$ cat config.mk
export PLATFORM = sky130hd
export DESIGN_NAME = mine_placer
export DESIGN_NICKNAME = d
export VERILOG_FILES = /design/src/rtl/mine_placer.sv
export SDC_FILE = /design/constraint.sdc
export NUM_CORES = 1
export LEC_CHECK = 0
export CELL_PAD_IN_SITES_DETAIL_PLACEMENT = 1
export CELL_PAD_IN_SITES_GLOBAL_PLACEMENT = 1
export CORE_ASPECT_RATIO = 2
export CORE_MARGIN = 5
export CORE_UTILIZATION = 39
export DETAILED_ROUTE_END_ITERATION = 7
export PLACE_DENSITY_LB_ADDON = 0.3
export SYNTH_ARGS = -nofsm -noshare
export SYNTH_HDL_FRONTEND = slang
export SYNTH_SLANG_ARGS = --single-unit
$ cat constraint.sdc
create_clock -name clock -period 4.05 [get_ports clock]
set_input_delay 0.81 -clock clock [delete_from_list [all_inputs] [get_ports clock]]
set_output_delay 0.81 -clock clock [all_outputs]
set_load 0.02 [all_outputs]
$ cat src/rtl/mine_placer.sv
// Round-start bomb placer: clears the grid, then draws LFSR indices until
// NUM_BOMBS distinct cells (never the protected safe cell) hold a bomb.
module mine_placer #(
  parameter int         GRID_SIZE = 9,
  parameter int         NUM_BOMBS = 10,
  parameter logic [7:0] SEED      = 8'hA5
) (
  input  logic                             clock,
  input  logic                             reset,
  input  logic                             start,
  input  logic [7:0]                       safeIdx,
  output logic [GRID_SIZE*GRID_SIZE-1:0]   bombGrid,
  output logic [7:0]                       placed,
  output logic                             busy,
  output logic                             done
);

  localparam int         CELLS     = GRID_SIZE * GRID_SIZE;
  localparam logic [7:0] LFSR_INIT = (SEED == 8'h00) ? 8'h01 : SEED;
  localparam logic [7:0] NB        = 8'(NUM_BOMBS);
  localparam logic [8:0] CELLS_W   = 9'(CELLS);

  typedef enum logic [1:0] {IDLE, CLEAR, DRAW, DONE} state_t;

  state_t           state, state_nxt;
  logic [7:0]       lfsr, cand, safe_q;
  logic [CELLS-1:0] sel;
  logic             in_range, occupied, accept, last;

  // Free-running: keeps advancing across rounds so consecutive rounds differ.
  always_ff @(posedge clock) begin
    if (!reset) lfsr <= LFSR_INIT;
    else        lfsr <= {lfsr[6:0], lfsr[7] ^ lfsr[5] ^ lfsr[4] ^ lfsr[3]};
  end

  assign cand = lfsr - 8'd1;

  // One-hot decode of the candidate; all zero when cand is off the board.
  for (genvar i = 0; i < CELLS; i++) begin : g_sel
    assign sel[i] = (cand == 8'(i));
  end

  assign in_range = {1'b0, cand} < CELLS_W;
  assign occupied = |(sel & bombGrid);
  assign accept   = (state == DRAW) && in_range && !occupied && (cand != safe_q);
  assign last     = (placed + 8'd1) == NB;

  always_ff @(posedge clock) begin
    if (!reset || state == CLEAR) bombGrid <= '0;
    else if (accept)              bombGrid <= bombGrid | sel;
  end

  always_ff @(posedge clock) begin
    if (!reset) begin
      safe_q <= 8'd0;
      placed <= 8'd0;
    end else begin
      if (state == IDLE && start) safe_q <= safeIdx;
      if (state == CLEAR)         placed <= 8'd0;
      else if (accept)            placed <= placed + 8'd1;
    end
  end

  always_ff @(posedge clock) begin
    if (!reset) state <= IDLE;
    else        state <= state_nxt;
  end

  always_comb begin
    state_nxt = state;
    case (state)
      IDLE:  if (start) state_nxt = CLEAR;
      CLEAR: state_nxt = (NUM_BOMBS == 0) ? DONE : DRAW;
      DRAW:  if (accept && last) state_nxt = DONE;
      DONE:  state_nxt = IDLE;
      default: state_nxt = IDLE;
    endcase
  end

  always_comb begin
    busy = (state == CLEAR) || (state == DRAW);
    done = (state == DONE);
  end

endmodule

==> flow_metrics.py <==
metrics = {
    "status": {
        "status": "finished clean",
    },
    "place": {
        "dp_worst_setup_slack_ns": -0.02995,
        "post-dp-hpwl_mm": 17.55,
        "portBuffers": 101,
        "place.gp.congestion": 0.9849,
        "dp.cells": 936,
        "postPlaceCellArea_mm2": 0.006972,
    },
    "logic_synthesis": {
        "synth.area.mux_share_pct": 1.611,
        "synthCells": 648,
        "synth_edf_count": 0,
        "ys_warn_count": 0,
        "yosys-top-cells-count": "dfxtp_1, nand2_1, a32o_1, nor2_1, o21ai_0",
        "ys_types": 76,
        "synth_nets": 671,
        "synth_xor_area_share_pct": 2.910,
        "synth_top_family_by_area": "compound AO/OA/AOI/OAI gates",
        "synth_area_leader_cell": "dfxtp_1",
        "synth_area_mm2": 0.005590,
        "synth-simple-area-share_pct": 19.49,
        "syn_avg_cell_area_um2": 8.627,
        "async_reset_ff_share_pct": 0,
        "synth_area_leaders": "dfxtp_1, a32o_1, nand2_1",
        "synth-compound-area-share_pct": 28.89,
        "seq_area_frac_synth_pct": 38.32,
        "ys_ff_latch": 107,
        "yosysTopAreaCellShare_pct": 38.32,
        "synth-adder-area-share_pct": 2.686,
        "yosysMostFrequentCell": "dfxtp_1",
        "synthFlopType": "dfxtp_1",
    },
    "die": {
        "initial_core_util_pct": 39.38,
        "die_h_um": 179.3,
        "rows": 62,
        "ios": 102,
        "dieArea_mm2": 0.01697,
        "die_w_um": 94.66,
        "coreArea_mm2": 0.01420,
    },
    "finish": {
        "instances_no_fill": 954,
        "diodes": 0,
        "layout.nets": 780,
        "drive_gt1_share_pct": 12.20,
        "fin_util_pct": 51.50,
        "final_cell_area_mm2": 0.007311,
        "area_delta_synth_final_pct": 30.77,
    },
    "clock_network": {
        "clk_pin_slew_ns": 0.08,
        "clock_latency_ns": 0.37,
        "cts_max_level": 3,
        "cts_tree": "yes",
        "clk_path_buf_depth": 2,
        "cts-hold-fix-buffers": 0,
        "cts.sinks": 107,
        "cts-root-buf": "clkbuf_16",
        "numCtsBuffers": 9,
    },
    "power": {
        "p_int_mw": 1.779,
        "comb_power_share_pct": 26.7,
        "total_power_mw": 2.745,
        "p_sw_share_pct": 35.20,
        "cellPowerDensity_mw_per_mm2": 375.5,
        "seq_power_share_pct": 40.8,
        "p_leak_nw": 2.501,
        "vdd_drop_max_mv": 0.2065,
        "power.switching_mw": 0.9663,
        "clkPwrFrac_pct": 32.4,
    },
    "sta": {
        "post-route-period-util_pct": 95.89,
        "setup_violations": 0,
        "fmax_mhz": 257.5,
        "fin_skew_ns": 0.01741,
        "worst_pin_slew_ns": 0.8932,
        "tns_ns": 0,
        "layout_setup_ws_ns": 0.1663,
        "drv_slew": 0,
        "period_needed_ns": 3.884,
        "hold-worst-slack_ns": 0.4830,
        "rsz0062_at_grt": "false",
        "slew_headroom_pct": 39.83,
        "hold_viol_final": 0,
    },
    "setup_path": {
        "r2r_slack_ns": 0.17,
        "endpoint": "placed[7]",
        "rr_startpoint": "lfsr[4]",
        "worstSetupStartpointType": "flop",
        "worstSetupEndpointType": "flop",
        "required_ns": 4.35,
        "arrival_ns": 4.18,
        "r2r.worst_path.cells": 10,
        "critical_path_class": "flop to flop",
        "crit_path_start": "lfsr[4]",
        "r2r_end": "placed[7]",
        "path_max_fanout": 14,
    },
    "drt": {
        "drc": 0,
        "ant_nets": 0,
        "drtPass1Iterations": 5,
        "drt-total-wl_mm": 23.25,
        "routed-via-count": 5819,
        "avgViaCountPerCell": 6.100,
        "wl_per_cell_um": 24.37,
        "drt_iter0_markers": 553,
    },
    "grt": {
        "grt_usage_pct": 27.93,
        "grt_pass1_vias": 6101,
        "grt_max_degree": 39,
        "grt_pass1_wl_mm": 35.85,
        "antenna_found_initial": 0,
        "grt_overflow": 0,
    },
    "job": {
        "drv_cap": 0,
    },
    "worst_hold_path": {
        "hp-class": "flop to flop",
    },
}
-- routing by layer --
metal	share of wire, %	track usage [%]	vias to the layer above
met4	5.2	15.18	0
met2	50	46.45	243
met5	0	0	-
met1	39	33.95	2852
met3	5.2	4.536	64
li1	-	-	2660
-- what timing repair did --
action,4_1_cts,5_1_grt
buffers inserted,0,2
setup endpoints to repair,3,60
pin swaps,0,2
gates resized for setup,1,6
-- sequential cells by signal, indices dropped and copies added, names as in the netlist --
register	cells
bombGrid	81
placed	8
safe_q	8
lfsr	8
state	2
-- final cells by class --
| type | instances | area, um2 |
|---|---|---|
| fillers | 1685 | 6885 |
| flip-flops and latches | 107 | 2143 |
| inverters | 18 | 67.56 |
| clock buffers | 10 | 239.0 |
| repair buffers | 154 | 1421 |
| clock inverters | 6 | 58.81 |
| well taps | 192 | 240.2 |
| multi-input cells | 467 | 3141 |
-- placed cells by master, fill, tap and decap left out, types with 14 or more instances in the layout --
master and instances:
a21oi_1 24, a32o_1 40, buf_4 52, clkdlybuf4s50_1 101, dfxtp_1 106, inv_1 18
nand2_1 72, nand3_1 30, nor2_1 38, nor3_1 14, o21ai_0 37
-- kinds of logic after synthesis --
| family | after synthesis |
|---|---|
| simple gates | 218 |
| compound gates | 211 |
| flops | 107 |
| buf+inv | 74 |
| xor+xnor | 17 |
| fa+ha+maj | 12 |
| mux | 9 |
-- critical path, stage by stage, from the launching register on --
cell	delay, ns
dfxtp_1	0.44
or3_1	0.45
o21ai_1	0.21
and2_1	0.62
buf_4	0.27
o2111ai_1	0.25
nor3_2	0.41
a31oi_1	0.26
buf_4	0.25
or4_1	0.51
a21oi_1	0.15
-- worst min-delay path by stage --
stage,to,slack (ns),cells after the start,startpoint
after floorplan,safe_q[5],0.44,2,safe_q[5]
after global placement,safe_q[5],0.46,2,safe_q[5]
after detailed placement,safe_q[4],0.48,2,safe_q[4]
after CTS,safe_q[4],0.49,2,safe_q[4]
after global routing,safe_q[4],0.51,2,safe_q[4]
final,safe_q[4],0.48,2,safe_q[4]
-- power by group through the flow --
stage / Clock [mW] / Combinational [mW] / Sequential, mW
floorplan: 0 / 0.451 / 1.13
global placement: 0 / 0.703 / 1.14
detailed placement: 0 / 0.715 / 1.15
CTS: 0.906 / 0.718 / 1.12
global route: 0.951 / 0.783 / 1.13
finish: 0.891 / 0.733 / 1.12
Power figures use the tool's default switching activity.
